--- config.mk ---
export PLATFORM = sky130hd
export DESIGN_NAME = mc_exception_unit
export DESIGN_NICKNAME = d
export VERILOG_FILES = /design/src/rtl/mc_exc_pkg.sv /design/src/rtl/mc_exc_stack.sv /design/src/rtl/mc_exception_unit.sv
export SDC_FILE = /design/constraint.sdc
export NUM_CORES = 1
export LEC_CHECK = 0
export ABC_AREA = 1
export CORE_UTILIZATION = 40
export CTS_CLUSTER_DIAMETER = 80
export DETAILED_ROUTE_END_ITERATION = 16
export PLACE_DENSITY = 0.76
export SYNTH_ARGS = -nofsm -noshare
export SYNTH_HDL_FRONTEND = slang
export SYNTH_HIERARCHICAL = 1
export SYNTH_SLANG_ARGS = --single-unit
--- constraint.sdc ---
create_clock -name clk -period 5.73 [get_ports clk]
set_input_delay 0.8595 -clock clk [delete_from_list [all_inputs] [get_ports clk]]
set_output_delay 0.8595 -clock clk [all_outputs]
set_load 0.02 [all_outputs]
--- src/rtl/mc_exc_pkg.sv ---
// mc_exc_pkg: cause codes, FSM state and stack entry type shared by the exception unit
package mc_exc_pkg;
  localparam logic [3:0] CAUSE_OVF = 4'd0;
  localparam logic [3:0] CAUSE_UNDEF = 4'd1;
  localparam logic [3:0] CAUSE_IRQ0 = 4'd2;
  localparam logic [3:0] CAUSE_FATAL = 4'd15;
  typedef enum logic [0:0] {RUN = 1'b0, TRAP = 1'b1} state_t;
  typedef struct packed {
    logic [31:0] epc;
    logic [3:0]  lvl;
  } stk_entry_t;
endpackage

--- src/rtl/mc_exc_stack.sv ---
// mc_exc_stack: LIFO of {epc, level} used to nest exception handlers
module mc_exc_stack import mc_exc_pkg::*; #(
  parameter int DEPTH = 2
) (
  input  logic                         clk,
  input  logic                         rst,
  input  logic                         push,
  input  logic                         pop,
  input  stk_entry_t                   din,
  output logic                         full,
  output logic                         empty,
  output stk_entry_t                   top,
  output logic [$clog2(DEPTH+1)-1:0]   count
);
  localparam int CW = $clog2(DEPTH+1);
  stk_entry_t mem_q [DEPTH];
  stk_entry_t mem_d [DEPTH];
  logic [CW-1:0] cnt_q, cnt_d;
  assign full = cnt_q == CW'(DEPTH);
  assign empty = cnt_q == '0;
  assign count = cnt_q;
  // Entries are matched by comparing the count, avoiding out-of-range indexing.
  always_comb begin
    mem_d = mem_q;
    top = '0;
    for (int e = 0; e < DEPTH; e++) begin
      if (push && !full && cnt_q == CW'(e)) mem_d[e] = din;
      if (cnt_q == CW'(e + 1)) top = mem_q[e];
    end
    cnt_d = (push && !full) ? cnt_q + 1'b1 : (pop && !empty) ? cnt_q - 1'b1 : cnt_q;
  end
  always_ff @(posedge clk or posedge rst) begin
    if (rst) begin
      mem_q <= '{default: '0};
      cnt_q <= '0;
    end else begin
      mem_q <= mem_d;
      cnt_q <= cnt_d;
    end
  end
endmodule

--- src/rtl/mc_exception_unit.sv ---
// mc_exception_unit: prioritised, maskable, nestable exception/interrupt unit for the multi-cycle core
module mc_exception_unit import mc_exc_pkg::*; #(
  parameter int          NUM_IRQ      = 4,
  parameter int          EPC_DEPTH    = 2,
  parameter logic [31:0] HANDLER_BASE = 32'h0000_0080,
  parameter int          VEC_STRIDE   = 8
) (
  input  logic                             clk,
  input  logic                             reset,
  input  logic [NUM_IRQ-1:0]               irq,
  input  logic                             irq_mask_wr,
  input  logic [NUM_IRQ-1:0]               irq_mask_data,
  input  logic                             ovf_check,
  input  logic                             overflow,
  input  logic                             undef_op,
  input  logic                             instr_boundary,
  input  logic [31:0]                      pc_cur,
  input  logic                             eret,
  output logic                             take_exc,
  output logic [31:0]                      vector,
  output logic [3:0]                       cause,
  output logic [NUM_IRQ-1:0]               irq_ack,
  output logic [31:0]                      epc,
  output logic [$clog2(EPC_DEPTH+1)-1:0]   nest_depth,
  output logic                             stack_ovf
);
  state_t state_q, state_d;
  logic [NUM_IRQ-1:0] mask_q, mask_d, irq_ack_q, irq_ack_d, pend;
  logic [3:0] cause_q, cause_d, idx, lvl_new;
  logic [31:0] vector_q, vector_d;
  logic stack_ovf_q, stack_ovf_d, run, ovf, sync, any, irq_ok, take, push, pop, full, empty;
  stk_entry_t din, top;
  mc_exc_stack #(.DEPTH(EPC_DEPTH)) u_stack (
    .clk(clk), .rst(reset), .push(push), .pop(pop), .din(din),
    .full(full), .empty(empty), .top(top), .count(nest_depth)
  );
  always_comb begin
    pend = irq & ~mask_q;
    idx = '0;
    any = 1'b0;
    for (int i = NUM_IRQ - 1; i >= 0; i--) begin
      if (pend[i]) begin
        idx = 4'(i);
        any = 1'b1;
      end
    end
    lvl_new = idx + 4'd1;
    run = state_q == RUN;
    ovf = ovf_check & overflow;
    sync = ovf | undef_op;
    // A concurrent eret defers irq detection so it is judged against the popped level.
    irq_ok = instr_boundary & any & ~eret & ~full & (empty | (lvl_new < top.lvl));
    take = run & (sync | irq_ok);
    push = take & ~(sync & full);
    pop = run & eret & ~sync;
    din.epc = pc_cur;
    din.lvl = sync ? 4'd0 : lvl_new;
    cause_d = !take ? cause_q : (sync & full) ? CAUSE_FATAL : ovf ? CAUSE_OVF :
              sync ? CAUSE_UNDEF : CAUSE_IRQ0 + idx;
    vector_d = take ? HANDLER_BASE + 32'(cause_d) * 32'(VEC_STRIDE) : vector_q;
    irq_ack_d = (take & ~sync) ? NUM_IRQ'(1) << idx : '0;
    stack_ovf_d = stack_ovf_q | (take & sync & full);
    mask_d = irq_mask_wr ? irq_mask_data : mask_q;
    state_d = take ? TRAP : RUN;
  end
  always_ff @(posedge clk or posedge reset) begin
    if (reset) begin
      state_q <= RUN;
      mask_q <= '1;
      irq_ack_q <= '0;
      cause_q <= CAUSE_OVF;
      vector_q <= HANDLER_BASE;
      stack_ovf_q <= 1'b0;
    end else begin
      state_q <= state_d;
      mask_q <= mask_d;
      irq_ack_q <= irq_ack_d;
      cause_q <= cause_d;
      vector_q <= vector_d;
      stack_ovf_q <= stack_ovf_d;
    end
  end
  assign take_exc = state_q == TRAP;
  assign vector = vector_q;
  assign cause = cause_q;
  assign irq_ack = irq_ack_q;
  assign epc = top.epc;
  assign stack_ovf = stack_ovf_q;
endmodule

## Word level (Yosys, flattened, before mapping)

Cells that the tools add are included.

| storage, ports and cells | value |
|---|---|
| register bits | 120 |
| latch bits | 0 |
| bits in writable memories | 0 |
| ROM bits | 0 |
| input bits | 48 |
| logic and storage cells | 71 |
| memories kept | 0 |

| cells by class | value |
|---|---|
| $add $sub $neg | 5 |
| multipliers | 0 |
| divide/modulo/power cells | 0 |
| $lt $le $gt $ge | 1 |
| eq/ne operators | 2 |
| shifts and indexed selects | 1 |
| muxes and demuxes | 19 |
| bitwise gates (word level) | 24 |
| reduce and logical (&&, ||, !) cells | 8 |

Operators with widths:

| cell | number |
|---|---|
| $mux 36 | 2 |
| $mux 4 | 8 |
| $and 1x1->1 | 13 |
| $add 8x7->9 const A | 1 |
| $mux 2 | 4 |
| $mux 1 | 5 |
| $not 1->1 | 5 |
| $add 2x4->4 const A | 1 |
| $add 4x1->4 const B | 1 |
| $and 4x4->4 | 1 |
| $logic_and 1x1->1 | 4 |
| $lt 4x4->1 | 1 |
| $not 4->4 | 1 |
| $or 1x1->1 | 4 |
| $shl 1x4->4 const A | 1 |
| $add 2x1->2 const B | 1 |
| $eq 2x1->1 const B | 1 |
| $eq 2x2->1 const B | 1 |
| $logic_not 1->1 | 2 |
| $logic_not 2->1 | 1 |
| $reduce_bool 2->1 | 1 |
| $sub 2x1->2 const B | 1 |

## Logic depth before layout (Yosys ltp)

| logic depth | value |
|---|---|
| depth in word-level cells | 15 |
| gate-level depth with buffers | 24 |

## Cells and area by module

The synthesis kept the hierarchy.

Modules (own cells, without submodules):

| module | times used | cells each | area an instance (um^2) | sequential area each (um^2) |
|---|---|---|---|---|
| mc_exc_stack | 1 | 411 | 3821.2 | 1851.8 |
| mc_exception_unit | 1 | 143 | 1112.3 | 455.4 |

## Least setup slack after synthesis

Ideal clock, no wire load.

| timing | value |
|---|---|
| kind | input to register |
| start point | input irq[3] |
| end point | register u_stack/mem_q[41] in the netlist's numbering |
| library setup time | 0.118 ns |
| data arrival time | 2.867 ns |
| data required time | 5.612 ns |
| setup slack | 2.744 ns |
| cell stages on the path | 22 |
| path buffers | 1 |
| cell sequence | inv_1 -> o21ai_0 -> inv_1 -> nor2_1 -> inv_1 -> nand2_1 -> nand2_1 -> inv_1 -> ha_1 -> nand2_1 -> nand2_1 -> nand2_1 -> nand2_1 -> nand2_1 -> nand2_2 -> nand2_4 -> nand2_4 -> nor2_2 -> nand3_4 -> buf_6 -> nand2_1 -> o21ai_2 |

| on the way | value |
|---|---|
| word-level cells in the longest chain between the ends | 14 |

Ends and longest elaborated chain:

| what | line | RTL |
|---|---|---|
| start: declaration | mc_exception_unit.sv:10 | `input logic [NUM_IRQ-1:0] irq,` |
| $and 4x4->4 * | mc_exception_unit.sv:38 | `pend = irq & ~mask_q;` |
| $mux 2 or $mux 1 (tied branches) (2 in a row) | mc_exception_unit.sv:42 | `if (pend[i]) begin` |
| $mux 4 or $mux 1 (tied branches) (2 in a row) | mc_exception_unit.sv:42 |  |
| $add 4x1->4 or $and 1x1->1 (tied branches) | mc_exception_unit.sv:47, mc_exception_unit.sv:52 |  |
| $lt 4x4->1 or $and 1x1->1 (tied branches) | mc_exception_unit.sv:52 | `irq_ok = instr_boundary & any & ~eret & ~full & (empty \| (lvl_new < top.lvl));` |
| $or 1x1->1 or $and 1x1->1 (tied branches) | mc_exception_unit.sv:52 |  |
| $and 1x1->1 * | mc_exception_unit.sv:52 |  |
| $or 1x1->1 * | mc_exception_unit.sv:53 | `take = run & (sync \| irq_ok);` |
| $and 1x1->1 * | mc_exception_unit.sv:53 |  |
| $and 1x1->1 * | mc_exception_unit.sv:54 | `push = take & ~(sync & full);` |
| named net push | mc_exception_unit.sv:31 | `logic stack_ovf_q, stack_ovf_d, run, ovf, sync, any, irq_ok, take, push, pop, full, empty;` |
| $logic_and 1x1->1 * (2 in a row) | mc_exc_stack.sv:27 | `if (push && !full && cnt_q == CW'(e)) mem_d[e] = din;` |
| end signal: assignment | mc_exc_stack.sv:37 | `mem_q <= mem_d;` |
| end: declaration | mc_exc_stack.sv:16 | `stk_entry_t mem_q [DEPTH];` |

The timed path passes the listed nets; every way through them passes the cells marked *.
A chain may end at the register's enable or synchronous reset.

## Final worst setup path

| timing | value |
|---|---|
| start point | input irq[3] |
| end point | register u_stack/mem_q[46] in the netlist's numbering |

The elaborated chain is that of the path after synthesis.

==> results.toml <==
[die]
die_x_um = 113.1
rows = 40
die_area_um2 = 12780
die_h_um = 113.1
initial_utilization = 0.4107
num_io_pins = 124
core_area_um2 = 12010

[timing]
fmax_mhz = 249.2
post-route-period-util = 0.7003
rsz0062_at_grt = "false"
tightest_slew_ns = 1.117
tns_ns = 0
final.setup_skew_ns = 0.006878
setup_viol = 0
fin_crit_ns = 4.013
relSlewSlack = 0.2553
report.final.hold_viol_count = 0
slew_violations = 0
fin_ws_ns = 1.717
fin_hold_ws_ns = 0.4766

[synthesis]
yosysSeqAreaShare = 0.4677
syn_area_per_cell_um2 = 8.905
yosys.cell_types.count = 24
ys.warnings.count = 6
synth-seq-cells = 92
synth_area_um2 = 4933
synth_cells = 554

[layout]
drive_gt1_frac = 0.2414
areaGrowthSynthToFinish_pct = 22.60
nNetsFinal = 690
final.fill_count = 1120
final_cell_count_no_fill = 789
fin_util = 0.5035
finalInstanceArea_um2 = 6048
insertedDiodeCount = 0

[critical_path]
max_stage_delay_ns = 0.48
cp_cell_sequence = "clkdlybuf4s50_1 -> inv_1 -> o21ai_0 -> inv_1 -> nor2_1 -> inv_1 -> nand2_1 -> nand2_1 -> inv_1 -> ha_1 -> nand2_1 -> nand2_1 -> nand2_1 -> nand2_1 -> nand2_1 -> nand2_2 -> nand2_4 -> nand2_4 -> nor2_2 -> nand3_4 -> buf_4 -> nand2_1 -> o21ai_2"
crit_path_frequent_cell = "nand2_1"
cp_num_cells = 23
cp_num_buf_inv = 6
worstPathMaxFanout = 37
endpoint_kind = "flip-flop"
crit_required_ns = 5.94
cp_slowest_cell = "nand3_4"
crit_family = "simple AND/OR/NAND/NOR gates"
critical_path.startpoint_type = "primary input"
crit_type = "primary input to flip-flop"
cp_data_arrival_time_ns = 4.23
r2r_cells = 19

[global_routing]
grt_pass1_wl_um = 17300
busiest_layer = "met2"
met2_usage = 0.2798
use_met1 = 0.2204
first_global_vias = 3711
met3_usage = 0.04285
grt_usage = 0.1706
grt_max_degree = 75
overflow = 0
antenna_found_initial = 0

[cts]
htree_levels = 3
root_buffer = "clkbuf_16"
clock_latency_ns = 0.34
cts.sinks = 92
cts_tree = "done"
postCtsResizedCells = 0
clockBufferDepth = 2
ctsHoldBuffers = 0
post-cts-setup-buffer-count = 0
cts.clk_slew.worst_paths_ns = 0.07
cts_inserted_buffers = 9

[route]
viasPerCell = 4.700
ant_nets = 0
vias = 3708
drt-initial-drc-count = 246
drtPass1Iterations = 4
drcViolationCount = 0
wl_um = 10120
wl_per_cell_um = 12.83

[placed_design]
dp_hpwl_um = 6667
post-place-cells = 773
routabilityCongestion = 0.7773
place_area_um2 = 5764
io_buffers = 95
pre_cts_ws_ns = 1.352

[pwr]
power_frac_comb = 0.472
p_sw_frac = 0.4168
internal_power_mw = 1.826
powerDensity_nw_per_um2 = 517.7
p_sw_mw = 1.305
p_total_mw = 3.131
clockPowerShare = 0.180
ir_worst_vdd_v = 0.0002619
leakage_nw = 2.984
p_seq_frac = 0.348

[worst_hold_path]
hp-class = "flip-flop to flip-flop"
holdPathStages = 2

[run_status]
status = "complete, no violations"

[run]
cap_violations = 0
-- cell families after synthesis --
kind of cell / Yosys count / share of synthesized area
compound gates: 80 / 0.1359
fa+ha+maj: 5 / 0.01268
buf+inv: 117 / 0.1385
flops: 92 / 0.4677
mux: 1 / 0.002282
other cells: 2 / 0.001522
simple gates: 257 / 0.2414
-- power by group through the flow --
| stage | sequential (mW) | combinational (mW) | clock (mW) |
|---|---|---|---|
| floorplan | 1.10 | 1.06 | 0 |
| global placement | 1.08 | 1.45 | 0 |
| detailed placement | 1.10 | 1.49 | 0 |
| CTS | 1.09 | 1.50 | 0.583 |
| global route | 1.12 | 1.63 | 0.615 |
| finish | 1.09 | 1.48 | 0.563 |
-- cells in the mapped netlist, drive strengths merged --
master  count  share of area
inv        63          0.049
dfstp       4          0.021
conb        2         0.0015
nor3        1         0.0010
nand2     195           0.17
buf        52          0.088
clkbuf      2         0.0015
a21oi       1         0.0010
nor2       15          0.013
dfrtp      88           0.45
nand3      46          0.054
mux2        1         0.0023
o21ai      79           0.13
ha          5          0.013
-- tightest hold or removal path, cell delays in order (launching register included) --
cell and delay (ns):
dfrtp_1 0.35, inv_1 0.04, nand2_1 0.05
-- sequential cells by signal, indices dropped and copies added, names as in the netlist --
| name | count |
|---|---|
| u_stack/mem_q | 72 |
| cause | 4 |
| irq_ack | 4 |
| mask_q | 4 |
| vector | 4 |
| u_stack/count | 2 |
| stack_ovf | 1 |
| take_exc | 1 |
-- layer usage --
layer / share of wire / vias to the layer above / routed length [um]
met5: 0 / - / 0
met4: 0.013 / 0 / 130
met3: 0.074 / 14 / 749
met2: 0.47 / 132 / 4771
met1: 0.44 / 1725 / 4473
li1: - / 1837 / -
-- final timing paths --
| kind | startpoint | endpoint | slack [ns] |
|---|---|---|---|
| worst max-delay path | irq[3] | u_stack/mem_q[46]$_DFFE_PP0P_ | 1.72 |
| worst min-delay path | stack_ovf$_DFF_PP0_ | stack_ovf$_DFF_PP0_ | 0.48 |
| worst max register to register | u_stack/count[1]$_DFFE_PP0P_ | u_stack/mem_q[46]$_DFFE_PP0P_ | 1.79 |
| worst min register to register | stack_ovf$_DFF_PP0_ | stack_ovf$_DFF_PP0_ | 0.48 |
| max in group asynchronous | reset | u_stack/mem_q[24]$_DFFE_PP0P_ | 3.97 |
| min in group asynchronous | reset | vector[6]$_DFFE_PP0N_ | 0.98 |
-- layout make-up --
type,instances,area (um2),area share
inverters,63,242.7,0.04013
clock buffers,9,225.2,0.03724
well taps,147,183.9,0.03041
multi-input cells,372,2049,0.3389
repair buffers,99,980.9,0.1622
flip-flops and latches,92,2307,0.3815
clock inverters,7,58.81,0.009723
-- cells in the final DEF (no fill, tap or decap) --
cell and count:
a21oi_1 1, buf_4 4, clkbuf_16 9, clkdlybuf4s50_1 95, clkinv_2 1, clkinv_4 1, clkinvlp_4 2, conb_1 29
dfrtp_1 88, dfstp_2 4, ha_1 3, ha_2 2, inv_1 60, inv_2 1, inv_6 5, mux2_2 1
nand2_1 149, nand2_2 44, nand2_4 2, nand3_1 42, nand3_2 2, nand3_4 2, nor2_1 12, nor2_2 3
nor3_1 1, o21ai_0 7, o21ai_2 72
Power figures use the tool's default switching activity.
